--- src/rtl/xd_pulse_sync.sv ---
// xd_pulse_sync: multi-channel synchroniser for asynchronous event strobes.
// Each channel: STAGES-flop synchroniser -> edge detector (MODE) -> one
// registered single-cycle pulse per edge, with an optional per-channel holdoff
// that drops edges arriving too soon after a pulse and counts them in a
// saturating drop counter. A shared prime counter masks the start-up transient
// after reset so that inputs already high at reset never produce a pulse.
module xd_pulse_sync #(
  parameter int CH      = 4,
  parameter int STAGES  = 2,
  parameter int MODE    = 0,
  parameter int HOLDOFF = 0,
  parameter int CNTW    = 8
) (
  input  logic                 clk,
  input  logic                 rst_n,
  input  logic [CH-1:0]        async_i,
  input  logic [CH-1:0]        en_i,
  input  logic                 clr_i,
  output logic [CH-1:0]        o,
  output logic [CH-1:0]        lvl_o,
  output logic [CH-1:0]        drop_o,
  output logic [CH*CNTW-1:0]   drop_cnt
);

  // The prime counter must reach STAGES+1; one extra count so the edge register
  // has caught up with a fully filled sync chain before detection is trusted.
  localparam int              PW         = $clog2(STAGES + 2);
  localparam logic [PW-1:0]   PRIME_LAST = PW'(STAGES + 1);
  localparam logic [CNTW-1:0] CNT_MAX    = '1;

  logic [PW-1:0] prime_reg;
  logic          primed;

  assign primed = (prime_reg == PRIME_LAST);

  // Shared prime counter: counts up after reset release and then parks.
  always_ff @(posedge clk or negedge rst_n) begin
    if (!rst_n) begin
      prime_reg <= '0;
    end else if (!primed) begin
      prime_reg <= prime_reg + 1'b1;
    end
  end

  genvar gi;
  generate
    for (gi = 0; gi < CH; gi++) begin : g_ch
      logic [STAGES-1:0] sync_reg;
      logic              prev_reg;
      logic              pulse_reg;
      logic              drop_reg;
      logic [CNTW-1:0]   cnt_reg;
      logic              lvl;
      logic              rise;
      logic              fall;
      logic              det;
      logic              hold_busy;
      logic              fire;
      logic              drop_hit;

      assign lvl  = sync_reg[STAGES-1];
      assign rise = lvl & ~prev_reg;
      assign fall = ~lvl & prev_reg;
      assign det  = (MODE == 0) ? rise : (MODE == 1) ? fall : (rise | fall);

      // Edges only count once primed and while the channel is enabled; the
      // holdoff then decides between issuing a pulse and dropping the edge.
      assign fire     = det & en_i[gi] & primed & ~hold_busy;
      assign drop_hit = det & en_i[gi] & primed & hold_busy;

      // Synchroniser chain plus the edge register holding the previous level.
      always_ff @(posedge clk or negedge rst_n) begin
        if (!rst_n) begin
          sync_reg <= '0;
          prev_reg <= 1'b0;
        end else begin
          sync_reg <= {sync_reg[STAGES-2:0], async_i[gi]};
          prev_reg <= lvl;
        end
      end

      // Registered pulse and drop strobes.
      always_ff @(posedge clk or negedge rst_n) begin
        if (!rst_n) begin
          pulse_reg <= 1'b0;
          drop_reg  <= 1'b0;
        end else begin
          pulse_reg <= fire;
          drop_reg  <= drop_hit;
        end
      end

      // Saturating drop counter; a clear overrides a same-cycle drop.
      always_ff @(posedge clk or negedge rst_n) begin
        if (!rst_n) begin
          cnt_reg <= '0;
        end else if (clr_i) begin
          cnt_reg <= '0;
        end else if (drop_hit && (cnt_reg != CNT_MAX)) begin
          cnt_reg <= cnt_reg + 1'b1;
        end
      end

      if (HOLDOFF > 0) begin : g_hold
        localparam int HW = $clog2(HOLDOFF + 1);
        logic [HW-1:0] hold_reg;

        assign hold_busy = (hold_reg != '0);

        // Hold counter: reloads on an issued pulse, otherwise drains to zero.
        // Dropped edges deliberately leave it alone.
        always_ff @(posedge clk or negedge rst_n) begin
          if (!rst_n) begin
            hold_reg <= '0;
          end else if (fire) begin
            hold_reg <= HW'(HOLDOFF);
          end else if (hold_reg != '0) begin
            hold_reg <= hold_reg - 1'b1;
          end
        end
      end else begin : g_nohold
        assign hold_busy = 1'b0;
      end

      assign o[gi]                       = pulse_reg;
      assign drop_o[gi]                  = drop_reg;
      assign lvl_o[gi]                   = lvl;
      assign drop_cnt[gi*CNTW +: CNTW]   = cnt_reg;
    end
  endgenerate

endmodule

--- config.mk ---
export PLATFORM = sky130hd
export DESIGN_NAME = xd_pulse_sync
export DESIGN_NICKNAME = d
export VERILOG_FILES = /design/src/rtl/xd_pulse_sync.sv
export SDC_FILE = /design/constraint.sdc
export NUM_CORES = 1
export LEC_CHECK = 0
export CORE_AREA = 3 3 51 53
export CTS_BUF_LIST = sky130_fd_sc_hd__clkbuf_4 sky130_fd_sc_hd__clkbuf_8
export DETAILED_ROUTE_END_ITERATION = 8
export DIE_AREA = 0 0 54 56
export PLACE_DENSITY = 0.85
export SETUP_SLACK_MARGIN = 0.1
export SLEW_MARGIN = 15
export SYNTH_ARGS = -nofsm -noshare
export SYNTH_HDL_FRONTEND = slang
export SYNTH_SLANG_ARGS = --single-unit
--- constraint.sdc ---
create_clock -name clk -period 1.9 [get_ports clk]
set_input_delay 0.475 -clock clk [delete_from_list [all_inputs] [get_ports clk]]
set_output_delay 0.475 -clock clk [all_outputs]
set_load 0.03 [all_outputs]
==> impl_metrics.csv <==
group,metric,value,unit
floorplan,ioPinCount,55,
placed_design,dp_hpwl,800,um
sta,min_period,1580,ps
setup_path,endpoint_kind,"primary output",
setup_path,max_stage_delay,430,ps
synthesis,ys_top_cells_by_area,"dfrtp_1 (52%), buf_4 (38%), and4b_1 (4.7%), mux2_4 (1.7%), ha_1 (1.5%)",
pwr,peakVddDrop,0.000393,V
sta,rsz0062_at_grt,"no",
pwr,p_int,0.000544,W
route,routed_wl,999,um
clock_network,clock-sinks,18,
synthesis,syn-cell-area,861,um2
setup_path,path_buf_inv,1,
synthesis,synth.top_cell.area_share,52.3,%
placed_design,gp_congestion,0.632,
pwr,p_leak,0.532,nW
clock_network,cts_tree,"done",
setup_path,path_cells,"dlygate4sd2_1",
synthesis,synth_cell_type_count,7,
floorplan,num_rows,17,
outcome,status,"complete, no violations",
cells_and_area,area.growth.synth_to_final,6.40,%
route,ant_nets,0,
route,num_vias,377,
setup_path,cp_slowest_cell,"dlygate4sd2_1",
cells_and_area,largest_reg_flops,8,
sta,fin_crit_sh,83.1,%
setup_path,rr_worst_depth,2,
floorplan,die_area,0.00302,mm2
clock_network,holdBufCountCts,0,
min_path,hp-class,"flop to flop",
sta,tns,0,ps
clock_network,htree_levels,1,
setup_path,start_kind,"flop",
pwr,switchingPower,0.000240,W
synthesis,ys_async_sr_fraction,100,%
cells_and_area,layout-drive-gt1-share,7.23,%
synthesis,synthFlopType,"dfrtp_1",
min_path,hold-path-cell-count,0,
sta,layout_setup_ws,320,ps
setup_path,critPathMaxFanout,3,
setup_path,crit_arrival,1100,ps
pwr,p_clk_share,29.2,%
grt,track_usage,7.12,%
pwr,p_comb_share,19.3,%
clock_network,worstSkewPairLatency,290,ps
pwr,switching_share,30.6,%
setup_path,critPathTopFamily,"buffers and inverters",
synthesis,synth_seq_area_share,52.3,%
floorplan,die_x,54,um
setup_path,cp.required,1420,ps
clock_network,clkTransAtPathRegs,100,ps
synthesis,synth_top_area_cell,"dfrtp_1",
synthesis,syn_area_per_cell,12.3,um2
floorplan,initial_utilization,39.3,%
grt,antenna_found_initial,0,
synthesis,syn_inst,70,
sta,setup_violations,0,
sta,slew_violations,0,
floorplan,coreArea,0.00219,mm2
grt,first_global_vias,304,
placed_design,port_buffers,17,
placed_design,dp_slack,370,ps
route,drt_iter0_drc,2,
grt,grt_max_degree,19,
sta,finalHoldViolCount,0,
synthesis,synth_edf_count,0,
route,wl_per_cell,9.00,um
synthesis,yosys_register_bits,18,
synthesis,synth_warnings,0,
synthesis,yosysMostFrequentCell,"buf_4",
cells_and_area,antenna_cells,0,
synthesis,synthTopCellsByCount,"buf_4 (44), dfrtp_1 (18), and4b_1 (4)",
sta,timing.fmax,633,MHz
grt,grt_pass1_wl,1460,um
clock_network,numCtsBuffers,3,
route,drtPass1Iterations,2,
clock_network,cts_root_buf,"clkbuf_4",
pwr,p_seq_share,51.5,%
grt,overflow,0,
cells_and_area,n_fill_cell,208,
route,via_per_inst,3.40,
setup_path,critical_path_class,"flop to primary output",
cells_and_area,fin_nets,96,
clock_network,max-clock-path-buffers,2,
job,drv_cap,0,
sta,skew,5.22,ps
floorplan,fp.dieH,56,um
pwr,pwr_density_cell,857,mW/mm2
route,drc,0,
setup_path,cp_num_cells,1,
-- path summary, 6_finish.rpt --
| path | startpoint | to | slack [ps] |
|---|---|---|---|
| max | g_ch[2].sync_reg[1]$_DFF_PN0_ | lvl_o[2] | 320 |
| min | g_ch[0].sync_reg[0]$_DFF_PN0_ | g_ch[0].sync_reg[1]$_DFF_PN0_ | 360 |
| max reg2reg | prime_reg[0]$_DFFE_PN0N_ | prime_reg[1]$_DFFE_PN0N_ | 770 |
| min reg2reg | g_ch[0].sync_reg[0]$_DFF_PN0_ | g_ch[0].sync_reg[1]$_DFF_PN0_ | 360 |
| max in group asynchronous | rst_n | g_ch[1].pulse_reg$_DFF_PN0_ | 1220 |
| min in group asynchronous | rst_n | g_ch[0].prev_reg$_DFF_PN0_ | 490 |
-- layout make-up --
cell class	count	area (um2)	share of cell area (%)
Clock buffer	4	36.3	3.96
Multi-Input combinational cell	43	211	23.1
Sequential cell	18	450	49.2
Tap cell	28	35.0	3.83
Timing Repair Buffer	18	183	19.9
-- kinds of logic after synthesis --
group	Yosys count	share of synthesized area, %
AND/OR/NAND/NOR	4	4.65
adder cells (fa/ha/maj)	1	1.45
other	1	0.436
buffers and inverters	44	38.4
flip-flops	18	52.3
XOR/XNOR	1	1.02
multiplexers	1	1.74
-- power by group through the flow --
stage / registers (W) / clock network (W) / logic [W]
2_1_floorplan: 0.000411 / 0 / 0.000180
3_3_place_gp: 0.000412 / 0 / 0.000153
3_5_place_dp: 0.000412 / 0 / 0.000154
4_1_cts: 0.000405 / 0.000240 / 0.000151
5_1_grt: 0.000407 / 0.000262 / 0.000161
6_report: 0.000404 / 0.000229 / 0.000151
-- routing by layer --
metal | track usage [%] | vias to the layer above | part of all wire, %
li1 | - | 164 | -
met3 | 3.22 | 2 | 18
met5 | 0 | - | 0
met2 | 10.7 | 37 | 49
met4 | 5.34 | 0 | 1.7
met1 | 7.48 | 174 | 31
-- what timing repair did --
| action | in CTS | in global routing |
|---|---|---|
| buffers inserted | 0 | 0 |
| setup endpoints to repair | 4 | 4 |
| gates resized for setup | 4 | 4 |
| endpoints found under the hold margin | 0 | 0 |
| cloned | 0 | 0 |
-- metrics by stage --
step	std cells	utilization [%]	total power (W)	hold WS, ps	instance area (um2)
3_3_place_gp	107	39.9	0.000565	331	875
2_1_floorplan	105	-	0.000591	179	992
4_1_cts	111	41.3	0.000796	358	906
6_report	111	41.8	0.000785	356	916
3_5_place_dp	107	39.9	0.000566	336	875
5_1_grt	111	41.8	0.000829	365	916
-- cell usage in the layout (no fill, tap or decap), drive strengths merged --
cell and count:
ha 1, dfrtp 18, buf 1, clkbuf 4, clkdlybuf4s50 9, dlymetal6s2s 4, xnor2 1, conb 36
dlygate4sd2 4, and4b 4, mux2 1
Power figures use the tool's default switching activity.
